## src/rtl/fetch_stage_pkg.sv

```systemverilog
//==============================================================================
// fetch_stage_pkg : shared types/constants for the instruction fetch stage | rev 1.0
//==============================================================================
`default_nettype none

package fetch_stage_pkg;

  localparam logic [31:0] RESET_PC_DEF  = 32'h0000_0000;
  localparam int          WORD_BYTES    = 4;
  localparam int          FETCH_ENTRY_W = 64;

  typedef logic [1:0] fetch_state_t;
  localparam fetch_state_t ST_IDLE   = 2'd0;
  localparam fetch_state_t ST_FETCH  = 2'd1;
  localparam fetch_state_t ST_HALTED = 2'd2;

  typedef struct packed {
    logic [31:0] pc;
    logic [31:0] instr;
  } fetch_entry_t;

endpackage

`default_nettype wire

```

## src/rtl/fetch_buf2.sv

```systemverilog
//==============================================================================
// fetch_buf2 : 2-entry synchronous FIFO with flush, push, pop and count | rev 1.0
//==============================================================================
`default_nettype none

module fetch_buf2 #(
  parameter int WIDTH = 64
) (
  input  logic             clk,
  input  logic             rst,
  input  logic             i_flush,
  input  logic             i_push,
  input  logic             i_pop,
  input  logic [WIDTH-1:0] i_wdata,
  output logic [WIDTH-1:0] o_rdata,
  output logic [1:0]       o_count
);

  logic [WIDTH-1:0] r_mem [2];
  logic             r_wptr;
  logic             r_rptr;
  logic [1:0]       r_count;
  logic             w_pop;
  logic             w_push;

  assign w_pop  = i_pop & (r_count != 2'd0);
  assign w_push = i_push & ((r_count != 2'd2) | w_pop);

  always_ff @(posedge clk or posedge rst) begin
    if (rst) begin
      for (int i = 0; i < 2; i++) begin
        r_mem[i] <= '0;
      end
      r_wptr  <= 1'b0;
      r_rptr  <= 1'b0;
      r_count <= 2'd0;
    end else if (i_flush) begin
      // Storage is left as-is; only the occupancy is discarded.
      r_wptr  <= 1'b0;
      r_rptr  <= 1'b0;
      r_count <= 2'd0;
    end else begin
      if (w_push) begin
        r_mem[r_wptr] <= i_wdata;
        r_wptr        <= ~r_wptr;
      end
      if (w_pop) begin
        r_rptr <= ~r_rptr;
      end
      case ({w_push, w_pop})
        2'b10:   r_count <= r_count + 2'd1;
        2'b01:   r_count <= r_count - 2'd1;
        default: r_count <= r_count;
      endcase
    end
  end

  assign o_rdata = r_mem[r_rptr];
  assign o_count = r_count;

endmodule

`default_nettype wire

```

## src/rtl/fetch_stage.sv

```systemverilog
//==============================================================================
// fetch_stage : PC/FSM, byte-bank word assembly and 2-deep queue to decode | rev 1.0
//==============================================================================
`default_nettype none

module fetch_stage
  import fetch_stage_pkg::*;
#(
  parameter logic [31:0] RESET_PC = RESET_PC_DEF,
  parameter int          IMEM_AW  = 8
) (
  input  logic               clk,
  input  logic               rst,
  output logic [IMEM_AW-1:0] imem_addr,
  input  logic [7:0]         imem_b0_data,
  input  logic [7:0]         imem_b1_data,
  input  logic [7:0]         imem_b2_data,
  input  logic [7:0]         imem_b3_data,
  input  logic               redirect_valid,
  input  logic [31:0]        redirect_pc,
  input  logic               halt,
  output logic               out_valid,
  input  logic               out_ready,
  output logic [31:0]        out_instr,
  output logic [31:0]        out_pc,
  output logic               misalign_err
);

  fetch_state_t r_state;
  logic [31:0]  r_pc;
  logic         r_misalign;

  logic         w_redirect;
  logic         w_pop;
  logic         w_push;
  logic [1:0]   w_count;
  fetch_entry_t w_wentry;
  fetch_entry_t w_head;

  assign imem_addr  = r_pc[IMEM_AW+1:2];
  assign w_wentry   = '{pc: r_pc, instr: {imem_b3_data, imem_b2_data, imem_b1_data, imem_b0_data}};

  // Redirects are meaningless before the first fetch, so IDLE drops them.
  assign w_redirect = redirect_valid & (r_state != ST_IDLE);
  assign out_valid  = (w_count != 2'd0);
  assign w_pop      = out_valid & out_ready;
  assign w_push     = (r_state == ST_FETCH) & ~halt & ~w_redirect &
                      ((w_count != 2'd2) | w_pop);

  always_ff @(posedge clk or posedge rst) begin
    if (rst) begin
      r_state <= ST_IDLE;
    end else begin
      case (r_state)
        ST_IDLE:   r_state <= ST_FETCH;
        ST_FETCH:  r_state <= halt ? ST_HALTED : ST_FETCH;
        ST_HALTED: r_state <= halt ? ST_HALTED : ST_FETCH;
        default:   r_state <= ST_IDLE;
      endcase
    end
  end

  always_ff @(posedge clk or posedge rst) begin
    if (rst) begin
      r_pc       <= RESET_PC;
      r_misalign <= 1'b0;
    end else if (w_redirect) begin
      r_pc <= {redirect_pc[31:2], 2'b00};
      if (redirect_pc[1:0] != 2'b00) begin
        r_misalign <= 1'b1;
      end
    end else if (w_push) begin
      r_pc <= r_pc + 32'(WORD_BYTES);
    end
  end

  fetch_buf2 #(
    .WIDTH (FETCH_ENTRY_W)
  ) u_buf (
    .clk     (clk),
    .rst     (rst),
    .i_flush (w_redirect),
    .i_push  (w_push),
    .i_pop   (w_pop),
    .i_wdata (w_wentry),
    .o_rdata (w_head),
    .o_count (w_count)
  );

  assign out_pc       = w_head.pc;
  assign out_instr    = w_head.instr;
  assign misalign_err = r_misalign;

endmodule

`default_nettype wire

```

## config.mk

```make
export PLATFORM = sky130hd
export DESIGN_NAME = fetch_stage
export DESIGN_NICKNAME = d
export VERILOG_FILES = /design/src/rtl/fetch_stage_pkg.sv /design/src/rtl/fetch_buf2.sv /design/src/rtl/fetch_stage.sv
export SDC_FILE = /design/constraint.sdc
export NUM_CORES = 1
export LEC_CHECK = 0
export ABC_AREA = 1
export ABC_CLOCK_PERIOD_IN_PS = 5700
export CAP_MARGIN = 10
export CORE_MARGIN = 4
export CORE_UTILIZATION = 45
export DETAILED_ROUTE_END_ITERATION = 8
export GPL_TIMING_DRIVEN = 0
export PLACE_DENSITY_LB_ADDON = 0.3
export SYNTH_ARGS = -nofsm -noshare
export SYNTH_HDL_FRONTEND = slang
export SYNTH_SLANG_ARGS = --single-unit
```

## constraint.sdc

```tcl
create_clock -name clk -period 5.7 [get_ports clk]
set_clock_uncertainty 0.1 [all_clocks]
set_input_delay 1.14 -clock clk [delete_from_list [all_inputs] [get_ports clk]]
set_output_delay 1.14 -clock clk [all_outputs]
set_load 0.05 [all_outputs]
```

Word level (Yosys, flattened, before mapping)
Cells that the tools add are included. Widths: inputs -> output; s select.

Memories kept: 0. Latch bits: 0. Word-level logic and storage cells: 62. Register bits: 167. Bits in read-only memories: 0. RAM bits: 0. Input port bits: 69.

Reduce and logical (&&, ||, !) cells: 12. Divide/modulo/power cells: 0. Order comparisons: 3. Shifts and indexed selects: 0. $mul: 0. Add/subtract/negate cells: 3. Mux-type cells: 16. Equal/unequal tests: 5. Bitwise logic cells: 15.

Operators by type and width (count): $mux 64 (4); $bwmux 128 (1); $demux 64 s1 (1); $mux 32 (2); $add 32x3->32 const B (1); $reduce_bool 2->1 (6); $pmux 2 s2 (2); $and 1x1->1 (7); $eq 2x1->1 const B (2); $eq 2x2->1 const B (2); $ge 2x2->1 const B (2); $mux 1 (4); $mux 2 (2); $not 1->1 (4); $not 1->2 (2); $reduce_and 2->1 (2); $reduce_bool 3->1 (1); $add 2x1->2 const B (1); $logic_not 2->1 (1); $lt 2x1->1 const B (1); $ne 2x2->1 const B (1); $or 1x1->1 (2); $reduce_or 2->1 (1); $sub 2x1->2 const B (1); $logic_and 1x1->1 (1).

Longest topological paths before layout
Depth in word-level cells: 9. Depth in mapped cells: 11. Mapped depth without buffers: 10.

Hierarchy
From an unflattened synthesis, not the netlist that was laid out.

Cells, all modules: 1125. Area total of the unflattened synthesis: 8924.8 um^2.

Modules (own cells, without submodules): fetch_buf2 (cells each 719, area an instance 6316.1 um^2, times used 1); fetch_stage (cells each 406, area an instance 2608.8 um^2, times used 1).

Worst setup path before layout
Ideal clock, no wire load.

Kind: register to output. From: register u_buf.r_rptr. To: output port out_pc[24]. Buffers on the path: 2. Cell stages (with the launch flop): 4. Slack: 2684 ps. Required time: 4460 ps. Data arrival time: 1776 ps. Cells stage by stage: dfrtp_1 > buf_2 > clkbuf_1 > o21ai_0.

Word-level cells in the longest chain between the ends: 4.

RTL lines: start: declaration (RTL line fetch_buf2.sv:21) `logic r_rptr;`; start signal: assignment (RTL line fetch_buf2.sv:48) `r_rptr <= ~r_rptr;`; $not 1->2 (not written as such) (RTL line fetch_buf2.sv:58) `assign o_rdata = r_mem[r_rptr];`; $mux 64 (not written as such) (3 in series) (RTL line fetch_buf2.sv:58); end: declaration (RTL line fetch_stage.sv:25) `output logic [31:0] out_pc,`.

No other way between the ends. The select of a mux whose other input is x is not followed.

Worst setup path after layout
From: register u_buf.r_rptr. To: output port out_pc[16].

Same word-level chain as after synthesis.

==> flow_summary.json <==
{
  "dieArea_mm2": 0.02028,
  "vdd.ir_drop.worst_uv": 423.5,
  "stdcell_area_mm2": 0.01045,
  "worst_r2r_endpoint": "u_buf.o_count[1]",
  "ys_async_sr_fraction_pct": 100.0,
  "synthesis.area_per_instance_um2": 7.507,
  "outcome": "complete, no violations",
  "min_delay_path_class": "reg2reg",
  "total_cts_buffers": 17,
  "core_mm2": 0.01748,
  "hold_violations": 0,
  "finalCritPeriodShare_pct": 75.57,
  "finalNonFillerCells": 1482,
  "synth.largest_area_cell": "dfrtp_1",
  "route.antenna.remaining_nets": 0,
  "report.final.slew_viol_count": 0,
  "numClockSinks": 161,
  "highest_metal_layer_with_signal_wires": "met4",
  "ios": 143,
  "grt_util_all_layers_pct": 23.38,
  "max_cap_viol_count": 0,
  "worstSetupStartpoint": "u_buf.r_rptr",
  "detailedRoute.firstPassIterationCount": 5,
  "crit_chain": "buf_2 > clkbuf_1 > clkbuf_1 > nand2_1 > o21ai_0 > clkdlybuf4s50_1",
  "synth_top_cells_by_area": "dfrtp_1 50%, nand2_1 18%, o21ai_0 9.3%, inv_1 4.8%, nor2_1 3.5%",
  "critical_path.slowest_cell": "clkdlybuf4s50_1",
  "worst_setup_path_end_kind": "primary output",
  "routed_wirelength_mm": 23.22,
  "synthCells": 1083,
  "worst_setup_hold_path_clk_slew_ns": 0.06,
  "io_buffers": 140,
  "critPathLaunchType": "flop",
  "ys_dominant_reg_cell": "dfrtp_1",
  "post-synth-top-area-fraction_pct": 49.55,
  "grt_start_max_net_pins": 97,
  "cts_hold_buffers": 0,
  "worstHoldEndpoint": "misalign_err",
  "postCtsSetupRepairBufs": 0,
  "synth-edff-count": 0,
  "grt_antenna_before_repair": 0,
  "die_w_um": 142.4,
  "initial_standard_cell_utilization_of_the_core_pct": 46.52,
  "drc": 0,
  "holdCritStartpoint": "misalign_err",
  "ys_seq_elements": 161,
  "cell_area_reported_after_detailed_placement_mm2": 0.009852,
  "tritoncts": "built",
  "gate_family_responsible_for_the_most_delay_along_the_worst_path": "buffers and inverters",
  "final_nets": 1318,
  "layout-area-overhead-vs-synth_pct": 28.47,
  "wl_per_cell_um": 15.67,
  "min_period_ns": 4.307,
  "timing.fmax_mhz": 232.2,
  "num_vias": 7500,
  "place.gp.congestion": 0.8885,
  "worst-r2r-setup-slack_ns": 3.29,
  "post_drt_via_cell_ratio": 5.061,
  "worst_hold_slack_ns": 0.3819,
  "met1_wl_mm": 10.38,
  "p_leak_nw": 4.793,
  "grt_pass1_wl_mm": 37.42,
  "drt_iter0_markers": 486,
  "htree_levels": 4,
  "post-place-cells": 1450,
  "drive_above_1_share_pct": 7.399,
  "met2_length_mm": 10.96,
  "post-synth-top-count-cell": "nand2_1",
  "synth_warnings": 0,
  "fill_cells": 1575,
  "timing.critical_path.mode_cell": "clkbuf_1",
  "ctsLongestPathBuffers": 2,
  "num_rows": 48,
  "timing.critical_path.required_ns": 4.46,
  "report.final.setup_viol": 0,
  "num_antenna_cells": 0,
  "design_power_total_mw": 6.913,
  "ctsResizeCount": 0,
  "min_path_cells": 1,
  "tightest_slew_ns": 0.5896,
  "cts_root_buffer": "clkbuf_16",
  "dp_hpwl_mm": 16.38,
  "timing.slew.headroom_pct": 60.69,
  "worst_r2r_path_depth": 11,
  "clock_latency_ns": 0.44,
  "wl_met3_mm": 1.640,
  "synthesis.area_mm2": 0.008130,
  "cp_data_arrival_time_ns": 3.07,
  "synthDistinctLibCells": 31,
  "worstPathMaxFanout": 10,
  "rsz0062_at_grt": "no",
  "floorplan.die.height_um": 142.4,
  "cp.buffers_inverters": 4,
  "criticalPathCategory": "reg2out",
  "first_global_vias": 7296,
  "synth_sequential_area_ratio_pct": 49.55,
  "power_per_cell_area_mw_per_mm2": 661.8,
  "rr_startpoint": "r_state[0]",
  "total_neg_setup_slack_ns": 0,
  "cpPeakStageDelay_ns": 0.90,
  "globalRoute.totalOverflow": 0,
  "synth.cells.most_frequent": "384 x nand2_1, 161 x dfrtp_1, 151 x o21ai_0, 103 x inv_1, 76 x nor2_1"
}
[report_power, final]
part	internal [mW]	total, mW	switching (mW)	leakage (nW)
combinational	1.18	3.70	2.52	2.55
sequential	1.68	2.05	0.367	1.96
clock	0.687	1.16	0.477	0.286
total	3.55	6.91	3.36	4.79
[area by class of cell]
cell class                      count  area (um^2)  share of cell area [%]
Sequential cell                   161         4029                   38.57
Clock inverter                     14        163.9                   1.569
Buffer                             65        335.3                   3.210
Inverter                          108        412.9                   3.953
Timing Repair Buffer              141         1429                   13.68
Multi-Input combinational cell    750         3364                   32.21
Tap cell                          225        281.5                   2.695
Clock buffer                       18        429.2                   4.109
[state kept, by name (all words and copies together), names as in the netlist]
signal,cells
misalign_err,1
u_buf.r_mem,124
u_buf.r_wptr,1
r_pc,30
u_buf.r_rptr,1
r_state,2
u_buf.o_count,2
[how the worst max path moves through the flow]
stage	slack, ns	cells past startpoint	to
floorplan	0.11	1	misalign_err
global placement	-2.17	2	r_state[1]
detailed placement	1.86	6	out_pc[17]
CTS	1.40	6	out_pc[17]
global route	1.28	6	out_pc[17]
finish	1.39	6	out_pc[16]
[stage by stage]
step	utilization, %	setup WS [ns]
3_5_place_dp	56.37	1.860
2_1_floorplan	-	0.1117
4_1_cts	59.77	1.401
6_report	59.77	1.393
5_1_grt	59.77	1.276
3_3_place_gp	56.17	-2.174
[kinds of logic after synthesis]
group / Yosys count / synth area share, %
AOI/OAI and AO/OA: 222 / 14.50
xor gates and xnor gates: 5 / 0.5387
adders and majority gates: 5 / 0.7695
buffers and inverters: 173 / 9.111
DFF: 161 / 49.55
other: 1 / 0.04612
and+or+nand+nor: 516 / 25.48
[per-layer routing]
metal	GRT usage, %	up-vias
li1	-	3712
met1	32.51	3506
met2	37.84	262
met3	4.435	20
met4	6.253	0
met5	0	-
[cells in the final DEF (no fill, tap or decap), types with 2 or more instances in the layout]
cell type / count
nor2_1: 76
clkinvlp_4: 3
xnor2_1: 2
nor2_2: 4
o211ai_1: 5
inv_6: 2
o21ai_1: 34
a21oi_1: 9
xor2_1: 3
o21ai_0: 151
conb_1: 2
nand2_1: 384
clkbuf_16: 17
or2_2: 3
nor2_4: 5
o21bai_1: 2
clkinv_2: 5
buf_4: 15
bufinv_16: 3
ha_1: 5
inv_2: 5
buf_2: 22
o21a_1: 18
nand3_1: 35
clkbuf_1: 28
nand2_2: 4
nand3b_1: 2
clkdlybuf4s50_1: 140
inv_1: 102
dfrtp_1: 161
No activity file was read; power rests on OpenSTA's default activity.
==> patch 1 (same flow settings) <==
Set the parameter `IMEM_AW` to 9 (it was 8).
--- a/src/rtl/fetch_stage.sv
+++ b/src/rtl/fetch_stage.sv
@@ -7,7 +7,7 @@
   import fetch_stage_pkg::*;
 #(
   parameter logic [31:0] RESET_PC = RESET_PC_DEF,
-  parameter int          IMEM_AW  = 8
+  parameter int          IMEM_AW  = 9
 ) (
   input  logic               clk,
   input  logic               rst,
Interface: changed (resized imem_addr); port bits go from 143 to 144. The function was not compared with the original's and may differ.
==> patch 1 against the unedited design <==
- highest routed layer unchanged
- global-route usage decreased by 0.36 points
- wire length decreased by 1.7%
- worst setup slack got worse by 0.024 ns
- cell count increased by 0.13%
- total power increased by 0.74%
- cell area increased by 0.42%
- via count increased by 1.5%
- sequential cell count unchanged
- largest cell class unchanged
- critical endpoint is now out_pc[17]
- synthesized area about the same
==> patch 1: results (changes against the unedited design) <==
** Outcome
- Run status: finished, final reports clean (unchanged).

** Detailed routing
- Wire length on met1 :: 10100 microns (was 10400 microns)
- Detailed-routed wire length on met3 :: 1500 microns (was 1640 microns)
- The met2 routed wirelength is 10700 microns (was 11000 microns).
- DR iter-0 viols :: 595 (was 486)
- Pre-antenna DRT Iters :: 7 (was 5)
- The via count was 7612 (was 7500).

** Global route
- The fraction of met2 tracks used by global routing was 36.5% (was 37.8%).
- The via count of the first global-routing pass came to 7189 (was 7296).
- The met1 usage in global routing came to 32.3% (was 32.5%).
- Total track usage :: 23.0% (was 23.4%)

** Placed design
- Placer's final routability congestion estimate :: 0.901 (was 0.889)
- Placement Setup Slack :: 1.88 ns (was 1.86 ns)
- DP HPWL :: 16300 microns (was 16400 microns)
- Number of port buffers :: 141 (was 140)

** Cells and area
- The filler-free cell count of the finished design was 1484 (was 1482).
- The layout filler cell count was 1619 (was 1575).
- The layout net count came to 1320 (was 1318).
- Share of cells above drive strength 1 :: 7.55% (was 7.40%)

** Synthesis
- Sequential cell area fraction in the yosys report :: 49.5% (was 49.6%)
- Post-synthesis share of cell area spent on xor and xnor gates :: 0.538% (was 0.539%)
- Compound-gate portion of the synthesized area :: 14.5% (about the same)
- Adder-Cell Fraction of Synth Area :: 0.769% (about the same)
- Top cells by area in the synthesized netlist :: dfrtp_1 (50%), nand2_1 (18%), o21ai_0 (9.3%), inv_1 (4.8%), nor2_1 (3.5%) (unchanged)
- The number of instances in the synthesized netlist was 1084 (was 1083).

** STA
- The relative slew slack is 57.4% (was 60.7%).

** Pwr
- The cell leakage power was 4.81 nW (was 4.79 nW).

** Worst setup path
- Startpoint of the worst-slack reg-to-reg timing path :: r_state[0] (unchanged)
-- patch 1: cell type report --
| type | instances | area [sq um] | share of cell area, % |
|---|---|---|---|
| Buffer | 66 | 343 | 3.27 |
| Clock buffer | 17 | 425 | 4.06 |
| Clock inverter | 15 | 194 | 1.85 |
| Inverter | 108 | 413 | 3.94 |
| Multi-Input combinational cell | 750 | 3360 | 32.1 |
| Sequential cell | 161 | 4030 | 38.4 |
| Tap cell | 225 | 282 | 2.68 |
| Timing Repair Buffer | 142 | 1440 | 13.7 |
-- patch 1: power breakdown --
| group | switching, W | internal, W | leakage, nW |
|---|---|---|---|
| registers | 0.000365 | 0.00168 | 1.96 |
| clock network | 0.000505 | 0.000702 | 0.294 |
| logic | 0.00252 | 0.00119 | 2.56 |
-- patch 1: cells by family (layout without fill, tap and decap cells) --
family	Yosys count	count (layout)
buffers and inverters	174	348
DFF	161	161
adders and majority gates	5	5
AOI/OAI and AO/OA	222	222
other	1	2
xor gates and xnor gates	5	5
and+or+nand+nor	516	516
-- patch 1: through the flow --
stage	area (sq um)	utilization (%)	hold WS, ns
3_3_place_gp	9830	56.1	0.363
4_1_cts	10500	59.8	0.394
6_report	10500	59.8	0.390
5_1_grt	10500	59.8	0.406
2_1_floorplan	8140	-	0.349
3_5_place_dp	9870	56.3	0.370
-- patch 1: path summary, 6_finish.rpt --
kind	to	slack (ns)	cells after the start
worst min-delay path	misalign_err	0.39	1
worst max register to register	u_buf.o_count[1]	3.32	11
max in group asynchronous	r_pc[12]	3.59	3
worst min register to register	misalign_err	0.39	1
min in group asynchronous	u_buf.r_mem[77]	1.00	2
worst max-delay path	out_pc[17]	1.37	6
==> patch 2 (same settings) <==
Without the edit above. Register the output `misalign_err` once more, without a reset; this adds one clock of latency there. The other outputs are not delayed to match.
--- a/src/rtl/fetch_stage.sv
+++ b/src/rtl/fetch_stage.sv
@@ -89,7 +89,9 @@
 
   assign out_pc       = w_head.pc;
   assign out_instr    = w_head.instr;
-  assign misalign_err = r_misalign;
+  always_ff @(posedge clk) begin
+    misalign_err <= r_misalign;
+  end
 
 endmodule
 
Formal check against the unedited RTL: not equivalent (Yosys sat finds a counterexample within 4 cycles, from zero or initial values and one cycle with rst high).
==> patch 2 against the unedited design <==
- total power fell by 0.33%
- wire length up 2.0%
- largest cell class unchanged
- worst setup slack better by 0.063 ns
- core utilization fell by 0.12 points
- global-route usage grew 0.74 points
- synthesized area is 0.25% higher
- critical endpoint is now out_pc[19]
- sequential cell count rose by 1
- cell area increased by 0.14%
==> patch 2: results (changes against the unedited design) <==
** Outcome
- Run status: finished, final reports clean (unchanged).

** Detailed routing
- The DRC violations left is 0 (unchanged).
- Routed wire length :: 23700 microns (was 23200 microns)
- DR iter-0 viols :: 620 (was 486)
- Via density per instance :: 5.18 (was 5.06)

** Global route
- Total track usage :: 24.1% (was 23.4%)
- Vias in the first global route :: 7571 (was 7296)
- The first-pass GRT wire length was 38700 microns (was 37400 microns).
- The pin count of the biggest net entering global routing was 123 (was 97).

** Clock network
- The post-CTS repair timing setup buffer count is 0 (unchanged).
- The level count of the clock H-tree is 4 (unchanged).
- The later-pin clock latency in the skew report came to 0.44 ns (about the same).
- Clock-pin slew reported for the worst setup and hold paths after clock tree synthesis :: 0.07 ns
- CTS-repair resized insts :: 0 (unchanged)

** Pwr
- Power per standard cell area :: 659 mW/mm^2 (was 662 mW/mm^2)
- Leakage Power :: 4.80 nW (was 4.79 nW)
- Largest vdd supply drop :: 0.380 mV (was 0.424 mV)

** Worst setup path
- The slack of the worst reg-to-reg path came to 3.31 ns (was 3.29 ns).
- For this run, the slowest stage of the critical path takes approximately 0.9 ns.
- The worst endpoint data arrival time is 3.00 ns (was 3.07 ns).
- The top cell family by delay on the critical path is buffers and inverters (unchanged).
- The critical register-to-register path startpoint was r_state[0] (unchanged).
- The end of the worst register-to-register path was u_buf.o_count[1] (unchanged).

** Worst hold path
- Worst hold path stage count :: 0 (was 1)
- The endpoint of the worst hold-timing path is misalign_err (unchanged).
- The startpoint of the worst hold path was r_misalign (was misalign_err).

** Synthesis
- Number of unique standard cell types used by synthesis :: 32 (was 31)
- The fraction of the mapped netlist area in adder cells came to 0.768% (was 0.769%).
- The proportion of synthesized flip-flops having asynchronous set or reset is 99.4% (was 100%).
- Top cells by area in the synthesized netlist: dfrtp_1 (49%), nand2_1 (18%), o21ai_0 (9.3%), inv_1 (4.7%), nor2_1 (3.5%) (was dfrtp_1 (50%), nand2_1 (18%), o21ai_0 (9.3%), inv_1 (4.8%), nor2_1 (3.5%)).
- The xor and xnor fraction of the mapped netlist area is 0.537% (was 0.539%).
- The sequential-to-total area share from yosys stat is 49.7% (was 49.6%).
- The compound-gate portion of the synthesized area was 14.5% (about the same).

** Placed design
- Placement-stage cell area :: 0.00987 sq mm (was 0.00985 sq mm)
- The post-DP HPWL came to 16900 microns (was 16400 microns).
- Placer's final routability congestion estimate :: 0.904 (was 0.889)
- Number of port buffers :: 140 (unchanged)

** STA
- The slew at the pin with the worst max-slew slack is 0.647 ns (was 0.590 ns).
- Final cycle utilization of the critical path :: 74.5% (was 75.6%)

** Cells and area
- The layout filler cell count came to 1608 (was 1575).
- ANT cells :: 0 (unchanged)
- Share of cells above drive strength 1 :: 7.47% (was 7.40%)
- The layout net count came to 1319 (was 1318).
-- patch 2: cell types whose count changed in the layout (fill, tap and decap cells not counted) --
cell	change
clkinv_2	-4
clkbuf_8	+3
bufinv_16	-2
clkinv_4	+2
clkbuf_1	-1
dfxtp_1	+1
inv_6	+1
inv_8	+1
-- patch 2: routing by layer --
layer / share of wire [%] / vias to the layer above / routed length, microns / track usage, %
li1: - / 3718 / - / -
met1: 44 / 3682 / 10400 / 33.2
met2: 48 / 254 / 11400 / 39.4
met3: 6.7 / 30 / 1580 / 5.07
met4: 1.3 / 0 / 313 / 5.70
met5: 0 / - / 0 / 0
-- patch 2: worst max path at each step --
stage / startpoint / to / slack [ns] / cells past startpoint
after floorplan: rst / r_misalign / 0.11 / 1
after global placement: rst / u_buf.r_mem[101] / -2.18 / 2
after detailed placement: u_buf.r_rptr / out_pc[17] / 1.87 / 6
after CTS: u_buf.r_rptr / out_pc[17] / 1.41 / 6
after global routing: u_buf.r_rptr / out_pc[19] / 1.32 / 6
final: u_buf.r_rptr / out_pc[19] / 1.46 / 6
-- patch 2: final cells by class --
cell class	instances	area share, %
flip-flops and latches	162	38.7
multi-input cells	750	32.2
repair buffers	141	13.7
clock buffers	20	4.46
inverters	108	3.95
plain buffers	65	3.21
well taps	225	2.69
clock inverters	12	1.16
-- patch 2: power by group --
| group | internal [W] | switching, W |
|---|---|---|
| clock | 0.000644 | 0.000497 |
| combinational | 0.00118 | 0.00252 |
| sequential | 0.00169 | 0.000359 |
| total | 0.00351 | 0.00338 |
-- patch 2: kinds of logic after synthesis --
family                     after synthesis
AOI/OAI and AO/OA                      222
xor gates and xnor gates                 5
adders and majority gates                5
buffers and inverters                  173
DFF                                    162
other                                    1
and+or+nand+nor                        516
-- patch 2: worst register-to-register path, stage by stage, from the launching register on --
cell and delay (ns):
dfrtp_1 0.38, inv_1 0.05, ha_1 0.22, inv_2 0.06
nand2_2 0.11, nand3_4 0.20, buf_2 0.30, buf_2 0.28
ha_1 0.28, nor2_1 0.14, nand2_1 0.07, o22ai_1 0.11
-- patch 2: metrics by stage --
stage,worst slack [ns],cells,hold WS [ns]
after floorplan,0.112,1085,0.242
after global placement,-2.18,1450,0.268
after detailed placement,1.87,1451,0.257
after CTS,1.41,1483,0.268
after global routing,1.32,1483,0.283
final,1.46,1483,0.266
